===== src/rtl/uart_transmitter_pkg.sv =====
// rtl/uart_transmitter_pkg.sv - shared UART constants, TX state encodings and parity helper
package uart_transmitter_pkg;

  localparam int UART_DATA_BITS    = 8;
  localparam int UART_CLKS_PER_BIT = 868;

  localparam logic [2:0] s_IDLE   = 3'd0;
  localparam logic [2:0] s_START  = 3'd1;
  localparam logic [2:0] s_DATA   = 3'd2;
  localparam logic [2:0] s_PARITY = 3'd3;
  localparam logic [2:0] s_STOP   = 3'd4;

  function automatic logic even_parity(input logic [UART_DATA_BITS-1:0] data);
    return ^data;
  endfunction

endpackage


===== src/rtl/uart_tx_fifo.sv =====
// rtl/uart_tx_fifo.sv - synchronous byte FIFO; pointers wrap modulo DEPTH, occupancy in a separate count
module uart_tx_fifo #(
  parameter int DEPTH = 16,
  parameter int WIDTH = 8,
  localparam int AW = $clog2(DEPTH),
  localparam int CW = AW + 1
) (
  input  logic             clk_i,
  input  logic             resetn_i,
  input  logic             push_i,
  input  logic [WIDTH-1:0] data_i,
  input  logic             pop_i,
  output logic [WIDTH-1:0] data_o,
  output logic [CW-1:0]    count_o
);

  logic [WIDTH-1:0] mem_q [DEPTH];
  logic [AW-1:0]    wr_ptr_q, wr_ptr_d;
  logic [AW-1:0]    rd_ptr_q, rd_ptr_d;
  logic [CW-1:0]    count_q, count_d;
  logic             full, empty, do_push, do_pop;

  assign full    = (count_q == CW'(DEPTH));
  assign empty   = (count_q == '0);
  assign do_push = push_i && !full;
  assign do_pop  = pop_i && !empty;
  assign data_o  = mem_q[rd_ptr_q];
  assign count_o = count_q;

  always_comb begin
    wr_ptr_d = do_push ? wr_ptr_q + AW'(1) : wr_ptr_q;
    rd_ptr_d = do_pop ? rd_ptr_q + AW'(1) : rd_ptr_q;
    count_d  = count_q;
    case ({do_push, do_pop})
      2'b10:   count_d = count_q + CW'(1);
      2'b01:   count_d = count_q - CW'(1);
      default: count_d = count_q;
    endcase
  end

  // Storage is not reset: a flush only needs the pointers and count cleared.
  always_ff @(posedge clk_i) begin
    if (do_push) begin
      mem_q[wr_ptr_q] <= data_i;
    end
  end

  always_ff @(posedge clk_i) begin
    if (!resetn_i) begin
      wr_ptr_q <= '0;
      rd_ptr_q <= '0;
      count_q  <= '0;
    end else begin
      wr_ptr_q <= wr_ptr_d;
      rd_ptr_q <= rd_ptr_d;
      count_q  <= count_d;
    end
  end

endmodule


===== src/rtl/uart_transmitter.sv =====
// rtl/uart_transmitter.sv - UART 8-N-1 transmitter with byte FIFO; UART_TX_PARITY_EN adds an even parity bit
module uart_transmitter
  import uart_transmitter_pkg::*;
#(
  parameter int CLKS_PER_BIT = UART_CLKS_PER_BIT,
  parameter int FIFO_DEPTH   = 16
) (
  input  logic       i_Clock,
  input  logic       i_Reset_N,
  input  logic       i_Tx_DV,
  input  logic [7:0] i_Tx_Byte,
  output logic       o_Tx_Ready,
  output logic       o_Tx_Serial,
  output logic       o_Tx_Active,
  output logic       o_Tx_Done,
  output logic       o_Fifo_Empty,
  output logic       o_Overflow
);

  localparam int CNT_W = $clog2(CLKS_PER_BIT);
  localparam int IDX_W = $clog2(UART_DATA_BITS);
  localparam int FIFO_CW = $clog2(FIFO_DEPTH) + 1;
  localparam logic [CNT_W-1:0] CNT_LAST = CNT_W'(CLKS_PER_BIT - 1);
  localparam logic [IDX_W-1:0] IDX_LAST = IDX_W'(UART_DATA_BITS - 1);

  logic [2:0]                state_q, state_d;
  logic [CNT_W-1:0]          clk_cnt_q, clk_cnt_d;
  logic [IDX_W-1:0]          bit_idx_q, bit_idx_d;
  logic [UART_DATA_BITS-1:0] shift_q, shift_d;
  logic                      overflow_q, overflow_d;

  logic [UART_DATA_BITS-1:0] fifo_data;
  logic [FIFO_CW-1:0]        fifo_count;
  logic                      fifo_pop, fifo_empty, bit_last;

  uart_tx_fifo #(
    .DEPTH(FIFO_DEPTH),
    .WIDTH(UART_DATA_BITS)
  ) u_fifo (
    .clk_i   (i_Clock),
    .resetn_i(i_Reset_N),
    .push_i  (i_Tx_DV),
    .data_i  (i_Tx_Byte),
    .pop_i   (fifo_pop),
    .data_o  (fifo_data),
    .count_o (fifo_count)
  );

  assign fifo_empty   = (fifo_count == '0);
  assign o_Fifo_Empty = fifo_empty;
  assign o_Tx_Ready   = (fifo_count != FIFO_CW'(FIFO_DEPTH));
  assign o_Overflow   = overflow_q;
  assign bit_last     = (clk_cnt_q == CNT_LAST);
  assign o_Tx_Active  = (state_q != s_IDLE);
  assign o_Tx_Done    = (state_q == s_STOP) && bit_last;

  always_comb begin
    state_d    = state_q;
    clk_cnt_d  = (state_q == s_IDLE || bit_last) ? '0 : clk_cnt_q + CNT_W'(1);
    bit_idx_d  = bit_idx_q;
    shift_d    = shift_q;
    fifo_pop   = 1'b0;
    overflow_d = overflow_q | (i_Tx_DV & ~o_Tx_Ready);
    case (state_q)
      s_IDLE: begin
        if (!fifo_empty) begin
          fifo_pop = 1'b1;
          shift_d  = fifo_data;
          state_d  = s_START;
        end
      end
      s_START: begin
        if (bit_last) begin
          state_d   = s_DATA;
          bit_idx_d = '0;
        end
      end
      s_DATA: begin
        if (bit_last) begin
          if (bit_idx_q == IDX_LAST) begin
`ifdef UART_TX_PARITY_EN
            state_d = s_PARITY;
`else
            state_d = s_STOP;
`endif
          end else begin
            bit_idx_d = bit_idx_q + IDX_W'(1);
          end
        end
      end
`ifdef UART_TX_PARITY_EN
      s_PARITY: begin
        if (bit_last) begin
          state_d = s_STOP;
        end
      end
`endif
      s_STOP: begin
        // Popping on the last stop cycle chains frames with no idle gap.
        if (bit_last) begin
          if (!fifo_empty) begin
            fifo_pop = 1'b1;
            shift_d  = fifo_data;
            state_d  = s_START;
          end else begin
            state_d = s_IDLE;
          end
        end
      end
      default: state_d = s_IDLE;
    endcase
  end

  always_comb begin
    o_Tx_Serial = 1'b1;
    case (state_q)
      s_START: o_Tx_Serial = 1'b0;
      s_DATA:  o_Tx_Serial = shift_q[bit_idx_q];
`ifdef UART_TX_PARITY_EN
      s_PARITY: o_Tx_Serial = even_parity(shift_q);
`endif
      default: o_Tx_Serial = 1'b1;
    endcase
  end

  always_ff @(posedge i_Clock) begin
    if (!i_Reset_N) begin
      state_q    <= s_IDLE;
      clk_cnt_q  <= '0;
      bit_idx_q  <= '0;
      shift_q    <= '0;
      overflow_q <= 1'b0;
    end else begin
      state_q    <= state_d;
      clk_cnt_q  <= clk_cnt_d;
      bit_idx_q  <= bit_idx_d;
      shift_q    <= shift_d;
      overflow_q <= overflow_d;
    end
  end

endmodule


===== config.mk =====
export PLATFORM = sky130hd
export DESIGN_NAME = uart_transmitter
export DESIGN_NICKNAME = d
export VERILOG_FILES = /design/src/rtl/uart_transmitter_pkg.sv /design/src/rtl/uart_tx_fifo.sv /design/src/rtl/uart_transmitter.sv
export SDC_FILE = /design/constraint.sdc
export NUM_CORES = 1
export LEC_CHECK = 0
export CAP_MARGIN = 20
export CORE_ASPECT_RATIO = 1.25
export CORE_MARGIN = 5
export CORE_UTILIZATION = 40
export DETAILED_ROUTE_END_ITERATION = 8
export SYNTH_ARGS = -nofsm -noshare
export SYNTH_HDL_FRONTEND = slang
export SYNTH_SLANG_ARGS = --single-unit

===== constraint.sdc =====
create_clock -name i_Clock -period 4.3 [get_ports i_Clock]
set_input_delay 0.86 -clock i_Clock [delete_from_list [all_inputs] [get_ports i_Clock]]
set_output_delay 0.86 -clock i_Clock [all_outputs]
set_load 0.005 [all_outputs]

==> results.ini <==
[final_layout]
drive_gt1_frac=0.185
final_common_cell=edfxtp_1
antenna_cells=0
finalNonFillerCells=688
area.growth.synth_to_final_pct=14.4
layout_common_cells=edfxtp_1, mux4_2, dfxtp_1, nor2_1, nand2_1
fin_nets=473

[floorplan]
chipHeight_um=158
rows=54
core_um2=17400
die_area_um2=20300
die_w_um=128
io_pins=17
initial_core_util=0.403

[synth]
synth_area_per_cell_um2=16.2
yosys-top-cells-area=edfxtp_1, mux4_2, dfxtp_1
synth_top_cell_by_area=edfxtp_1
ys_seq_elements=170
yosysUniqueCellTypes=49
synth_edf_count=128
ys.flop_type=edfxtp_1
synth_fp_nets=453
syn-cell-area_um2=7000
yosys_warnings=0
synth-seq-area-share=0.669
synthCells=431
synthArstFlopShare=0
synth_top_cell_area_share=0.549

[detailed_routing]
drcViolationCount=0
totalWireLength_um=12500
wl_per_cell_um=18.2
ant_nets=0
viasPerCell=5.23
firstDrtPassIters=5
vias=3599
drt_iter0_drc=181

[sta]
finClkSkew_ns=0.00830
finalMaxSlewViolations=0
setup-violations-final=0
layout_setup_ws_ns=0.662
rsz0062_at_grt=false
max_freq_ghz=0.275
fin_crit_sh=0.846
holdWs_ns=0.458
relSlewSlack=0.395
tns_ns=0
layout_min_cycle_time_ns=3.64
hold_violations=0
worst_pin_slew_ns=0.907

[worst_setup_path]
rr_worst_depth=11
r2r_start=u_fifo.count_o[1]
worstPathArrival_ns=4.00
worstSetupEndpointType=register
crit_fanout=12
rrSetupSlack_ns=0.66
rr_endpoint=u_fifo.count_o[4]
crit_path_start_kind=register
worstSetupPathType=reg2reg
crit_required_ns=4.66

[grt]
grt-ovfl-total=0
antenna_found_initial=0
grt_max_degree=33
grt_pass1_vias=3724
grt_use_total=0.134
grt_pass1_wl_um=20300

[power]
powerDensity_nw_per_um2=574
leakagePower_uw=0.00259
ir_drop_v=0.000304

[clock_network]
cts_tree=yes
cts_buffers=17
hold_buffers=0
cts_resized=0
post_cts_buffers=0
clk_pin_slew_ns=0.07
cts_buffer_depth=2
worst_skew_pair.late_latency_ns=0.42
clock-sinks=170
ctsHtreeMaxLevel=4
root_buffer=clkbuf_16

[placement]
gp_congestion=0.718
dp_hpwl_um=8550
dp_slack_ns=0.578
port_buffers=16
placedCellCount=656

[worst_hold_path]
hold_class=reg2reg
holdPathStages=2
min_to=shift_q[3]
min-delay-start=shift_q[3]

[status]
status=finished, final reports clean

[flow_run]
maxCapViolCount=0

cells in the mapped netlist (6+ instances only):
master,number
nand2_1,27
nand3_1,9
edfxtp_1,128
nor2b_1,10
and2_1,12
clkbuf_1,16
nor2_1,29
inv_1,7
xnor2_1,9
mux4_2,42
and3_1,7
xor2_1,7
ha_1,11
o2bb2ai_1,8
dfxtp_1,42
a21oi_1,6
through the flow:
| step | power (uW) | instance area [um2] | util |
|---|---|---|---|
| after floorplan | 2790 | 7000 | - |
| after global placement | 3060 | 7410 | 0.427 |
| after detailed placement | 3100 | 7410 | 0.427 |
| after CTS | 4650 | 8010 | 0.461 |
| after global routing | 4820 | 8010 | 0.461 |
| final | 4600 | 8010 | 0.461 |
cell families after synthesis:
group,after synthesis,synth area share
AOI/OAI and AO/OA,33,0.0359
xor gates and xnor gates,16,0.0200
adders and majority gates,11,0.0197
buffers and inverters,30,0.0170
and+or+nand+nor,124,0.0960
muxes,47,0.142
DFF,170,0.669
critical path, stage by stage (launching register included):
cell      delay, ns
dfxtp_1        0.40
nor4_1         0.58
and2b_1        0.31
nor4_2         0.05
buf_4          0.19
ha_1           0.32
ha_1           0.43
or3b_2         0.16
a21oi_1        0.07
or4_1          0.48
a221oi_1       0.35
mux2i_1        0.21
registers in the layout, summed over array words and instances (netlist names), named ones only:
name / cells
u_fifo.wr_ptr_q: 4
bit_idx_q: 3
o_Overflow: 1
u_fifo.count_o: 5
clk_cnt_q: 10
state_q: 3
u_fifo.mem_q: 128
shift_q: 8
u_fifo.rd_ptr_q: 4
cell type report:
type | instances | area (um2)
Clock buffer | 19 | 433
Clock inverter | 13 | 166
Fill cell | 1456 | 9350
Inverter | 7 | 26.3
Multi-Input combinational cell | 231 | 2200
Sequential cell | 170 | 4690
Tap cell | 224 | 280
Timing Repair Buffer | 24 | 220
power breakdown:
part	leakage, uW	total [uW]	switching [uW]	internal, uW
Sequential	0.00150	2040	156	1880
Combinational	0.000807	1010	468	540
Clock	0.000285	1550	632	921
layer usage:
| metal | up-vias | track usage | part of all wire |
|---|---|---|---|
| met5 | - | 0 | 0 |
| met4 | 0 | 0.0425 | 0.010 |
| met3 | 11 | 0.0388 | 0.037 |
| met2 | 65 | 0.232 | 0.54 |
| met1 | 1822 | 0.160 | 0.42 |
| li1 | 1701 | - | - |
how the worst max path moves through the flow:
stage	start	to	slack, ns	cells past startpoint
floorplan	u_fifo.count_o[1]	u_fifo.count_o[4]	1.13	12
CTS	u_fifo.count_o[1]	u_fifo.count_o[4]	0.69	11
global route	u_fifo.count_o[1]	u_fifo.count_o[4]	0.40	11
detailed placement	i_Tx_DV	u_fifo.count_o[4]	0.58	11
finish	u_fifo.count_o[1]	u_fifo.count_o[4]	0.66	11
global placement	i_Tx_DV	u_fifo.count_o[4]	0.67	11
Note: power is estimated with default switching activity, not from simulation.
